`config.mk`:
```
export PLATFORM = sky130hd
export DESIGN_NAME = alu_result_fifo
export DESIGN_NICKNAME = d
export VERILOG_FILES = /design/src/rtl/alu_result_fifo.sv
export SDC_FILE = /design/constraint.sdc
export NUM_CORES = 1
export LEC_CHECK = 0
export CORE_MARGIN = 2
export CORE_UTILIZATION = 35
export DETAILED_ROUTE_END_ITERATION = 7
export HOLD_SLACK_MARGIN = 0.15
export PLACE_DENSITY = 0.55
export SLEW_MARGIN = 10
export SYNTH_ARGS = -nofsm -noshare
export SYNTH_HDL_FRONTEND = slang
export SYNTH_SLANG_ARGS = --single-unit
```
`constraint.sdc`:
```
create_clock -name clk -period 5.1 [get_ports clk]
set_clock_uncertainty 0.15 [all_clocks]
set_input_delay 1.02 -clock clk [delete_from_list [all_inputs] [get_ports clk]]
set_output_delay 1.02 -clock clk [all_outputs]
set_load 0.1 [all_outputs]
```
`src/rtl/alu_result_fifo.sv`:
```
// First-word-fall-through result FIFO between the combinational ALU and its consumer.
// Optional sticky overflow flag: define ALU_RESULT_FIFO_STICKY_OVF_EN to enable it.
module alu_result_fifo #(
   parameter int WIDTH = 4,
   parameter int DEPTH = 4
) (
   input  logic                       clk,
   input  logic                       rst_n,
   input  logic                       in_valid,
   output logic                       in_ready,
   input  logic [WIDTH-1:0]           in_sum,
   input  logic                       in_carry,
   input  logic                       in_ovf,
   input  logic                       in_negf,
   input  logic                       in_zf,
   output logic                       out_valid,
   input  logic                       out_ready,
   output logic [WIDTH-1:0]           out_sum,
   output logic                       out_carry,
   output logic                       out_ovf,
   output logic                       out_negf,
   output logic                       out_zf,
   output logic [$clog2(DEPTH):0]     count,
   output logic                       full,
   output logic                       empty,
   input  logic                       clr_sticky,
   output logic                       sticky_ovf
);

   localparam int AW = $clog2(DEPTH);
   localparam int CW = AW + 1;
   localparam int EW = WIDTH + 4;
   localparam logic [CW-1:0] DEPTH_C = CW'(DEPTH);

   logic [EW-1:0] r_mem [DEPTH];
   logic [AW-1:0] r_wr_ptr;
   logic [AW-1:0] r_rd_ptr;
   logic [CW-1:0] r_count;

   logic          w_full;
   logic          w_empty;
   logic          w_push;
   logic          w_pop;
   logic [EW-1:0] w_in_word;
   logic [EW-1:0] w_head;

   // Handshake: a transfer fires on the rising edge when valid && ready on that side.
   // in_ready depends only on registered fill level (no bypass from out_ready), so a
   // full FIFO refuses writes even in a cycle where the head is being popped.
   assign w_full    = (r_count == DEPTH_C);
   assign w_empty   = (r_count == '0);
   assign w_push    = in_valid && !w_full;
   assign w_pop     = out_ready && !w_empty;
   assign w_in_word = {in_sum, in_carry, in_ovf, in_negf, in_zf};
   assign w_head    = r_mem[r_rd_ptr];

   assign in_ready  = !w_full;
   assign out_valid = !w_empty;
   assign full      = w_full;
   assign empty     = w_empty;
   assign count     = r_count;

   // Storage is deliberately not reset; the empty flag masks stale contents.
   always_ff @(posedge clk) begin
      if (w_push) begin
         r_mem[r_wr_ptr] <= w_in_word;
      end
   end

   always_ff @(posedge clk or negedge rst_n) begin
      if (!rst_n) begin
         r_wr_ptr <= '0;
         r_rd_ptr <= '0;
         r_count  <= '0;
      end else begin
         if (w_push) begin
            r_wr_ptr <= r_wr_ptr + 1'b1;
         end
         if (w_pop) begin
            r_rd_ptr <= r_rd_ptr + 1'b1;
         end
         case ({w_push, w_pop})
            2'b10:   r_count <= r_count + 1'b1;
            2'b01:   r_count <= r_count - 1'b1;
            default: r_count <= r_count;
         endcase
      end
   end

   always_comb begin
      out_sum   = '0;
      out_carry = 1'b0;
      out_ovf   = 1'b0;
      out_negf  = 1'b0;
      out_zf    = 1'b0;
      if (!w_empty) begin
         {out_sum, out_carry, out_ovf, out_negf, out_zf} = w_head;
      end
   end

`ifdef ALU_RESULT_FIFO_STICKY_OVF_EN
   logic r_sticky_ovf;

   // Set has priority over clear so an overflow in the clearing cycle is not lost.
   always_ff @(posedge clk or negedge rst_n) begin
      if (!rst_n) begin
         r_sticky_ovf <= 1'b0;
      end else if (w_push && in_ovf) begin
         r_sticky_ovf <= 1'b1;
      end else if (clr_sticky) begin
         r_sticky_ovf <= 1'b0;
      end
   end

   assign sticky_ovf = r_sticky_ovf;
`else
   logic w_unused_clr;

   assign w_unused_clr = clr_sticky;
   assign sticky_ovf   = 1'b0;
`endif

endmodule
```
**Word level (Yosys, flattened, before mapping)**

Memories as Yosys holds them, arrays and structs flattened.
Cells that the tools add are included.

- Bits in writable memories: 32
- Register bits after elaboration: 7
- Logic and storage cells: 25
- Memories: 1
- Output and inout bits: 16

Memory list:

| memory | depth | bits a word | read ports | clocked after Yosys merged registers in | write ports | line | source |
|---|---|---|---|---|---|---|---|
| r_mem | 4 | 8 | 1 | 0 | 1 | 35 | `logic [EW-1:0] r_mem [DEPTH];` |

- Multiplexer cells: 8
- Reductions and logical operators: 6
- $add $sub $neg: 4
- Eq/ne operators: 3

Operator list:

| cell | count |
|---|---|
| 1-bit two-way mux | 6 |
| 3-bit case mux with 2 select lines | 1 |
| 2-bit by 1-bit adder with 2-bit output (second input constant) | 2 |
| 4-bit two-way mux | 1 |
| 3-bit by 1-bit adder with 3-bit output (second input constant) | 1 |
| 3-bit equality test (second input constant) | 1 |
| 3-bit zero test | 1 |
| 3-bit by 1-bit subtractor with 3-bit output (second input constant) | 1 |
| 2-bit by 1-bit equality test with 1-bit output (second input constant) | 1 |
| 2-bit equality test (second input constant) | 1 |
| 1-bit logical AND | 2 |
| 1-bit zero test | 2 |
| 2-bit nonzero test | 1 |

**Depth between registers and ports, before layout**

- Depth after elaboration: 5
- Mapped depth: 11

**Least setup slack after synthesis**

No wires, ideal clock.

- Path kind: reg-to-output
- Start: register r_count[0] (netlist: count[0])
- End: output out_carry
- Cell stages (with the launch flop): 4
- Required time: 3.930 ns
- Setup slack: 0.880 ns
- Arrival time: 3.050 ns
- Path through: dfrtp_1 -> or3_1 -> clkbuf_1 -> and2_1

- Longest elaborated chain between the ends: 2

RTL lines:

| what | line | source |
|---|---|---|
| from (decl) | 38 | `logic [CW-1:0] r_count;` |
| from (signal assigned) | 83 | `2'b10: r_count <= r_count + 1'b1;` |
| from (signal assigned) | 84 | `2'b01: r_count <= r_count - 1'b1;` |
| from (signal assigned) | 85 | `default: r_count <= r_count;` |
| 3-bit zero test | 51 | `assign w_empty = (r_count == '0);` |
| 1-bit two-way mux | 96 | `if (!w_empty) begin` |
| to (decl) | 19 | `output logic out_carry,` |

Every way passes these cells.

**Worst setup path in the final report**

- Start: register r_rd_ptr[0]
- End: output out_sum[1]

- Longest elaborated chain between the ends: 2

RTL lines:

| what | line | source |
|---|---|---|
| from (decl) | 37 | `logic [AW-1:0] r_rd_ptr;` |
| from (signal assigned) | 80 | `r_rd_ptr <= r_rd_ptr + 1'b1;` |
| memory 4 x 8 bit | -- |  |
| 4-bit two-way mux | 96 |  |
| to (decl) | 18 | `output logic [WIDTH-1:0] out_sum,` |

Every way passes these cells.

==> results.sh <==
export IMPL_dp_hpwl_um=1860
export IMPL_maxSlewHeadroom_pct=35.1
export IMPL_clk_path_buf_depth=2
export IMPL_placed_cell_area_sq_um=1950
export IMPL_io_pins=29
export IMPL_wl_um=2640
export IMPL_ctsResizeCount=0
export IMPL_num_vias=821
export IMPL_grt_pass1_wl_um=4280
export IMPL_synth_area_sq_um=1650
export IMPL_postLayoutCellArea_sq_um=2030
export IMPL_synth_area_per_cell_sq_um=17.9
export IMPL_r2r_setup_slack_ns=2.78
export IMPL_worstSetupPathType="reg2out"
export IMPL_path_clk_slew_ns=0.07
export IMPL_max_freq_ghz=0.257
export IMPL_min_path_type="reg2reg"
export IMPL_synthTopCellsByArea="edfxtp_1, mux4_2, dfrtp_1"
export IMPL_drive_gt1_share_pct=13.1
export IMPL_grt_max_degree=13
export IMPL_antenna_found_initial=0
export IMPL_cp_max_fo=10
export IMPL_wire_per_inst_um=15.2
export IMPL_maxCapViolations=0
export IMPL_area_growth_synth_to_final_pct=23.0
export IMPL_syn_num_nets=111
export IMPL_cts_htree_levels=2
export IMPL_syn_inst=92
export IMPL_drc=0
export IMPL_fin_crit_sh_pct=76.4
export IMPL_tightest_slew_ns=0.970
export IMPL_nets=140
export IMPL_crit_path_end_kind="primary output"
export IMPL_critPathRequiredTime_ns=3.93
export IMPL_postCtsHoldBufs=0
export IMPL_track_usage_pct=11.6
export IMPL_drt_initial_drc_count=34
export IMPL_cts_root_buf="clkbuf_8"
export IMPL_place_gp_congestion=0.760
export IMPL_start_util_pct=37.1
export IMPL_dieArea_sq_um=5280
export IMPL_hold_violations=0
export IMPL_setup_viol=0
export IMPL_drv_slew=0
export IMPL_first_global_vias=861
export IMPL_start_kind="flip-flop"
export IMPL_yosys_warnings=0
export IMPL_min_period_ns=3.90
export IMPL_die_w_um=72.6
export IMPL_drtPass1Iterations=3
export IMPL_numCtsBuffers=5
export IMPL_cts_tree="built"
export IMPL_grt_overflow_total=0
export IMPL_ys_seq_area_share_pct=68.9
export IMPL_fillers=406
export IMPL_crit_arrival_ns=2.73
export IMPL_post_cts_buffers=0
export IMPL_rsz0062_at_grt="false"
export IMPL_status="finished, final reports clean"
export IMPL_final_cell_mix="edfxtp_1, clkdlybuf4s50_1, and2_1"
export IMPL_fin_tns_setup_ns=0
export IMPL_insertion_delay_ns=0.28
export IMPL_layout_commonest_cell="edfxtp_1"
export IMPL_fp_row_count=24
export IMPL_cts_sinks=39
export IMPL_ant_nets=0
export IMPL_yosys_area_top_type="edfxtp_1"
export IMPL_avgViaCountPerCell=4.72
export IMPL_coreArea_sq_um=4440
export IMPL_diodes=0
export IMPL_synth_cell_type_count=21
export IMPL_numPortBuffers=26
export IMPL_die_h_um=72.6
export IMPL_synth_top_area_share_pct=58.3
export IMPL_ys_ff_latch=39
[flip-flops by register name, summed over array words and instances, names as in the netlist]
signal	flops
r_wr_ptr	2
r_rd_ptr	2
count	3
r_mem	32
[path summary, 6_finish.rpt]
| check | from | to | cells after the start |
|---|---|---|---|
| max reg2reg | count[0] | count[2] | 8 |
| max | r_rd_ptr[0] | out_sum[1] | 3 |
| min reg2reg | count[0] | count[0] | 1 |
| max in group asynchronous | rst_n | count[0] | 1 |
| min | count[0] | count[0] | 1 |
| min in group asynchronous | rst_n | count[2] | 1 |
[layout make-up]
| type | instances | area [sq um] | area share, % |
|---|---|---|---|
| clock buffer | 6 | 72.6 | 3.58 |
| clock inverter | 2 | 8.76 | 0.432 |
| inverter | 8 | 30.0 | 1.48 |
| multi-input combinational | 41 | 455 | 22.5 |
| sequential | 39 | 1140 | 56.0 |
| tap | 52 | 65.1 | 3.21 |
| timing repair buffer | 26 | 260 | 12.8 |
[synthesized netlist by cell type (all sizes together)]
master	number
mux4	8
or3	1
mux2i	1
conb	1
nor2b	1
fa	1
inv	8
xnor2	3
mux2	1
and2	13
buf	2
dfrtp	7
xor2	3
nand3	2
edfxtp	32
ha	5
nor2	1
clkbuf	2
[kinds of logic (layout without fill, tap and decap cells)]
group	after synthesis	count (layout)	share of synthesized area [%]
buf+inv	12	42	3.49
flops	39	39	68.9
simple gates	18	18	6.98
mux	10	10	12.2
other cells	1	1	0.227
fa+ha+maj	6	6	5.01
xor+xnor	6	6	3.19
[per-layer routing]
metal	vias up	global-route usage [%]	share of wire, %
met2	15	20.4	54
met1	419	12.5	42
met4	0	4.32	0.64
met5	-	0	0
li1	385	-	-
met3	2	4.83	3.6
[metrics by stage]
step	instances	utilization [%]	setup slack, ns	hold slack [ns]
final	174	45.6	1.20	0.371
after global routing	174	45.6	1.06	0.404
after CTS	174	45.6	1.13	0.371
after detailed placement	166	43.8	1.44	0.359
after global placement	166	43.8	1.46	0.354
after floorplan	92	-	0.880	0.362
[worst max-delay path: stages, from the launching register on]
cell and delay, ns:
dfrtp_1 0.73, mux4_2 0.58, and2_1 0.17, clkdlybuf4s50_1 0.96
Power is left out: the tool's default activity adds up to more than one toggle a clock period on the data nets, which glitch-free logic cannot reach.
